[config.mk]
export PLATFORM = sky130hd
export DESIGN_NAME = alu_operand_stage
export DESIGN_NICKNAME = d
export VERILOG_FILES = /design/src/rtl/alu_operand_stage.sv
export SDC_FILE = /design/constraint.sdc
export NUM_CORES = 1
export LEC_CHECK = 0
export ABC_CLOCK_PERIOD_IN_PS = 1900
export BUFFER_PORTS_ARGS = -buffer_cell sky130_fd_sc_hd__clkbuf_2
export CAP_MARGIN = 20
export CORE_AREA = 2 2 125 127
export DETAILED_ROUTE_END_ITERATION = 7
export DIE_AREA = 0 0 127 129
export PLACE_DENSITY = 0.77
export SETUP_SLACK_MARGIN = 0.15
export SLEW_MARGIN = 40
export SYNTH_ARGS = -nofsm -noshare
export SYNTH_HDL_FRONTEND = slang
export SYNTH_SLANG_ARGS = --single-unit
[constraint.sdc]
create_clock -name clk -period 1.9 [get_ports clk]
set_clock_uncertainty 0.15 [all_clocks]
set_input_delay 0.095 -clock clk [delete_from_list [all_inputs] [get_ports clk]]
set_output_delay 0.095 -clock clk [all_outputs]
set_load 0.1 [all_outputs]
[src/rtl/alu_operand_stage.sv]
// rtl/alu_operand_stage.sv - registered forwarding-aware ALU operand select stage with valid/ready handshake
// Optional 2-entry output buffer enabled by defining ALU_OPSTAGE_SKID_EN.
module alu_operand_stage #(
  parameter int XLEN  = 32,
  parameter int TAG_W = 8
) (
  input  logic             clk,
  input  logic             rst_n,
  input  logic             flush,
  input  logic             in_valid,
  output logic             in_ready,
  input  logic [XLEN-1:0]  RD1,
  input  logic [XLEN-1:0]  RD2,
  input  logic [XLEN-1:0]  ImmExt,
  input  logic [XLEN-1:0]  PC,
  input  logic [XLEN-1:0]  ALUResultM,
  input  logic [XLEN-1:0]  ResultW,
  input  logic [1:0]       ForwardAE,
  input  logic [1:0]       ForwardBE,
  input  logic [1:0]       ALUSrcA,
  input  logic [1:0]       ALUSrcB,
  input  logic [TAG_W-1:0] TagIn,
  output logic             out_valid,
  input  logic             out_ready,
  output logic [XLEN-1:0]  SrcA,
  output logic [XLEN-1:0]  SrcB,
  output logic [XLEN-1:0]  WD,
  output logic [TAG_W-1:0] TagOut
);

  localparam logic [XLEN-1:0] CONST_FOUR = XLEN'(4);

  logic [XLEN-1:0] fwd_a, fwd_b, sel_a, sel_b;

  // Reserved encodings (11) fall through to the forwarded register value.
  always_comb begin
    fwd_a = RD1;
    case (ForwardAE)
      2'b01:   fwd_a = ResultW;
      2'b10:   fwd_a = ALUResultM;
      default: fwd_a = RD1;
    endcase
    fwd_b = RD2;
    case (ForwardBE)
      2'b01:   fwd_b = ResultW;
      2'b10:   fwd_b = ALUResultM;
      default: fwd_b = RD2;
    endcase
    sel_a = fwd_a;
    case (ALUSrcA)
      2'b01:   sel_a = PC;
      2'b10:   sel_a = '0;
      default: sel_a = fwd_a;
    endcase
    sel_b = fwd_b;
    case (ALUSrcB)
      2'b01:   sel_b = ImmExt;
      2'b10:   sel_b = CONST_FOUR;
      default: sel_b = fwd_b;
    endcase
  end

  logic accept, consume;
  logic load_out_in;

  assign accept  = in_valid && in_ready;
  assign consume = out_valid && out_ready;

`ifdef ALU_OPSTAGE_SKID_EN
  typedef enum logic [1:0] {ST_EMPTY, ST_FULL, ST_SKID} state_t;

  state_t           state_q, state_d;
  logic             in_ready_q;
  logic             load_out_skid, load_skid;
  logic [XLEN-1:0]  skid_a, skid_b, skid_wd;
  logic [TAG_W-1:0] skid_tag;

  assign in_ready  = in_ready_q;
  assign out_valid = (state_q != ST_EMPTY);

  always_comb begin
    state_d       = state_q;
    load_out_in   = 1'b0;
    load_out_skid = 1'b0;
    load_skid     = 1'b0;
    if (flush) begin
      state_d = ST_EMPTY;
    end else begin
      case (state_q)
        ST_EMPTY: begin
          if (accept) begin
            state_d     = ST_FULL;
            load_out_in = 1'b1;
          end
        end
        ST_FULL: begin
          if (accept && consume) begin
            load_out_in = 1'b1;
          end else if (accept) begin
            state_d   = ST_SKID;
            load_skid = 1'b1;
          end else if (consume) begin
            state_d = ST_EMPTY;
          end
        end
        ST_SKID: begin
          if (consume) begin
            state_d       = ST_FULL;
            load_out_skid = 1'b1;
          end
        end
        default: state_d = ST_EMPTY;
      endcase
    end
  end

  // in_ready is registered so out_ready never reaches it combinationally.
  always_ff @(posedge clk or negedge rst_n) begin
    if (!rst_n) begin
      state_q    <= ST_EMPTY;
      in_ready_q <= 1'b1;
    end else begin
      state_q    <= state_d;
      in_ready_q <= (state_d != ST_SKID);
    end
  end

  always_ff @(posedge clk or negedge rst_n) begin
    if (!rst_n) begin
      skid_a   <= '0;
      skid_b   <= '0;
      skid_wd  <= '0;
      skid_tag <= '0;
    end else if (load_skid) begin
      skid_a   <= sel_a;
      skid_b   <= sel_b;
      skid_wd  <= fwd_b;
      skid_tag <= TagIn;
    end
  end

  always_ff @(posedge clk or negedge rst_n) begin
    if (!rst_n) begin
      SrcA   <= '0;
      SrcB   <= '0;
      WD     <= '0;
      TagOut <= '0;
    end else if (load_out_in) begin
      SrcA   <= sel_a;
      SrcB   <= sel_b;
      WD     <= fwd_b;
      TagOut <= TagIn;
    end else if (load_out_skid) begin
      SrcA   <= skid_a;
      SrcB   <= skid_b;
      WD     <= skid_wd;
      TagOut <= skid_tag;
    end
  end

`else
  typedef enum logic {ST_EMPTY, ST_FULL} state_t;

  state_t state_q, state_d;

  assign out_valid = (state_q == ST_FULL);
  assign in_ready  = !out_valid || out_ready;

  always_comb begin
    state_d     = state_q;
    load_out_in = 1'b0;
    if (flush) begin
      state_d = ST_EMPTY;
    end else if (accept) begin
      state_d     = ST_FULL;
      load_out_in = 1'b1;
    end else if (consume) begin
      state_d = ST_EMPTY;
    end
  end

  always_ff @(posedge clk or negedge rst_n) begin
    if (!rst_n) begin
      state_q <= ST_EMPTY;
    end else begin
      state_q <= state_d;
    end
  end

  always_ff @(posedge clk or negedge rst_n) begin
    if (!rst_n) begin
      SrcA   <= '0;
      SrcB   <= '0;
      WD     <= '0;
      TagOut <= '0;
    end else if (load_out_in) begin
      SrcA   <= sel_a;
      SrcB   <= sel_b;
      WD     <= fwd_b;
      TagOut <= TagIn;
    end
  end
`endif

endmodule

==> flow_summary.json <==
{
  "n_antenna_cell": 0,
  "core_area_sq_um": 14980,
  "r2r_slack_ps": 120,
  "clock_sinks": 105,
  "detail_route.first_pass.iterations": 5,
  "port_buffers": 318,
  "syn_area_sq_um": 5857,
  "viasPerCell": 6.056,
  "die_x_microns": 127,
  "final.period_utilization_pct": 93.61,
  "gp_congestion": 0.9430,
  "synth_fp_nets": 809,
  "vias": 6940,
  "grt_start_max_net_pins": 106,
  "min_period_ps": 1779,
  "cp.required_ps": 1990,
  "fp.dieArea_sq_um": 16380,
  "worstSetupPathType": "flop to flop",
  "track_usage_pct": 29.03,
  "netlist_instances": 589,
  "max_cap_viol_count": 0,
  "stdcell_area_sq_um": 9082,
  "fmax_mhz": 562.3,
  "finalPower_mw": 9.996,
  "critPathBufInv": 3,
  "vdd_drop_max_mv": 0.6735,
  "hold_path_class": "input pin to flop",
  "seq_area_frac_synth_pct": 44.86,
  "grt_pass1_wl_microns": 36760,
  "final_net_count": 1173,
  "crit_path_start_kind": "flop",
  "finalHoldViolCount": 0,
  "die_h_microns": 129,
  "mostFrequentLayoutCells": "316 x clkbuf_2, 104 x dfrtp_1, 94 x o21ai_0",
  "max_stage_delay_ps": 480,
  "ys_warn_count": 0,
  "cts_buffers": 9,
  "rr_worst_depth": 6,
  "power_density_nw_per_um2": 1101,
  "postRouteAntennaNets": 0,
  "crit_fanout": 8,
  "place_area_sq_um": 7814,
  "root_buffer": "clkbuf_16",
  "leakagePower_nw": 4.346,
  "drive_gt1_share_pct": 44.68,
  "ys_seq_elements": 105,
  "antenna_found_initial": 0,
  "grt-ovfl-total": 0,
  "start_util_pct": 39.11,
  "rsz0062_at_grt": "yes",
  "slew_viol_final": 0,
  "clkTransAtPathRegs_ps": 80,
  "reg2reg_from": "out_valid",
  "syn_to_final_growth_pct": 55.07,
  "worst_pin_slew_ps": 637.5,
  "fin_tns_setup_ps": 0,
  "setup_viol": 0,
  "avgRoutedWirePerCell_microns": 21.96,
  "cts_tree": "built",
  "hpwl_microns": 16780,
  "placementRows": 45,
  "route.detailed.drc": 0,
  "critical_path.top_delay_family": "flip-flops",
  "drtIter0Drc": 647,
  "cp-end-kind": "flop",
  "layout_commonest_cell": "clkbuf_2",
  "syn_area_per_cell_sq_um": 9.944,
  "grt_pass1_vias": 6796,
  "hold_end": "SrcA[9]",
  "holdPathStages": 4,
  "htreeDepth": 3,
  "io_pins": 319,
  "min_from": "RD1[9]",
  "status": "finished clean",
  "crit_slowest_cell": "dfrtp_4",
  "synth.distinct_cells": 27,
  "cp_cell_sequence": "nor2b_4 > buf_6 > nor2_4 > buf_12 > clkbuf_16 > mux2_4",
  "relSlewSlack_pct": 57.50,
  "crit_cells": 6,
  "wirelength_microns": 25160,
  "clk_latency_ps": 350,
  "worst-endpoint-arrival_ps": 1870,
  "r2r_end": "TagOut[6]",
  "ctsLongestPathBuffers": 2
}
layer usage:
layer	global-route usage [%]	share of wire, %	up-vias
met5	0	0	-
met4	14.74	4.1	0
met3	6.528	10	82
met2	47.47	48	515
met1	36.37	38	3336
li1	-	-	3007
worst min-delay path, delay by kind of cell:
kind | cells | cell delay (ps)
AND/OR/NAND/NOR | 1 | 90
AO/OA/AOI/OAI | 2 | 220
buffers and inverters | 1 | 70
cell families (layout without fill, tap and decap cells):
family                     after synthesis  after routing  share of synthesized area [%]
AOI/OAI and AO/OA                      226            226                          28.26
adders and majority gates                7              7                          1.495
buffers and inverters                   76            445                          5.747
DFF                                    105            105                          44.86
muxes                                   40             40                          7.691
and+or+nand+nor                        135            135                          11.94
worst max path at each step:
stage	start	to	slack [ps]
after detailed placement	ALUSrcB[0]	SrcB[0]	70
after global routing	out_valid	WD[21]	90
after CTS	out_valid	TagOut[6]	130
after floorplan	out_valid	SrcB[10]	60
final	out_valid	TagOut[6]	120
after global placement	ALUSrcB[0]	SrcB[0]	5
final cells by class:
type                    instances  area, sq um
clock buffers                   9        225.2
clock inverters                 7        51.30
fillers                      1263         5894
inverters                       8        33.78
multi-input cells             408         3025
flip-flops and latches        105         2631
well taps                     188        235.2
repair buffers                421         2880
power breakdown:
part	total [mW]	internal, mW	switching, mW
Clock	1.80	0.900	0.903
Sequential	2.89	2.64	0.243
Combinational	5.31	1.17	4.14
registers in the layout (all words and copies together) (netlist names):
name / flops
SrcA: 32
TagOut: 8
WD: 32
out_valid: 1
SrcB: 32
cells in the mapped netlist, drive strengths merged:
cell type  instances  area (sq um)
nand2             63         236.5
dfrtp            105          2628
inv                8         30.03
a32oi             32         280.3
o211ai             1         7.510
mux2              40         450.4
a22o               1         8.760
ha                 7         87.58
nor3               1         5.000
or2                1         6.260
nor4              31         193.9
nand2b            33         214.0
buf               20         126.4
o21ai             96         480.5
a22oi             32         240.2
a221o             63         630.6
a211oi             1         7.510
clkbuf            48         180.2
nor3b              1         12.51
nor2               3         11.26
nor2b              2         20.02
stage by stage:
stage          util (%)  worst slack, ps  hold WS [ps]  cells
2_1_floorplan         -            62.18        -350.6    589
3_3_place_gp      52.17            4.817         65.89   1054
3_5_place_dp      52.17            74.37         66.72   1054
4_1_cts           59.03            125.0         1.298   1141
5_1_grt           60.64            91.80         18.15   1146
6_report          60.64            121.5         6.599   1146
repair_timing:
item                                    in CTS  in global routing
gates resized for setup                      7                 28
setup buffers                                3                  1
endpoints found under the setup margin      31                 73
pin swaps                                    1                  2
hold buffers                                67                  0
hold endpoints to repair                   168                  0
gates cloned                                 1                  5
(Power assumes the default switching activity.)
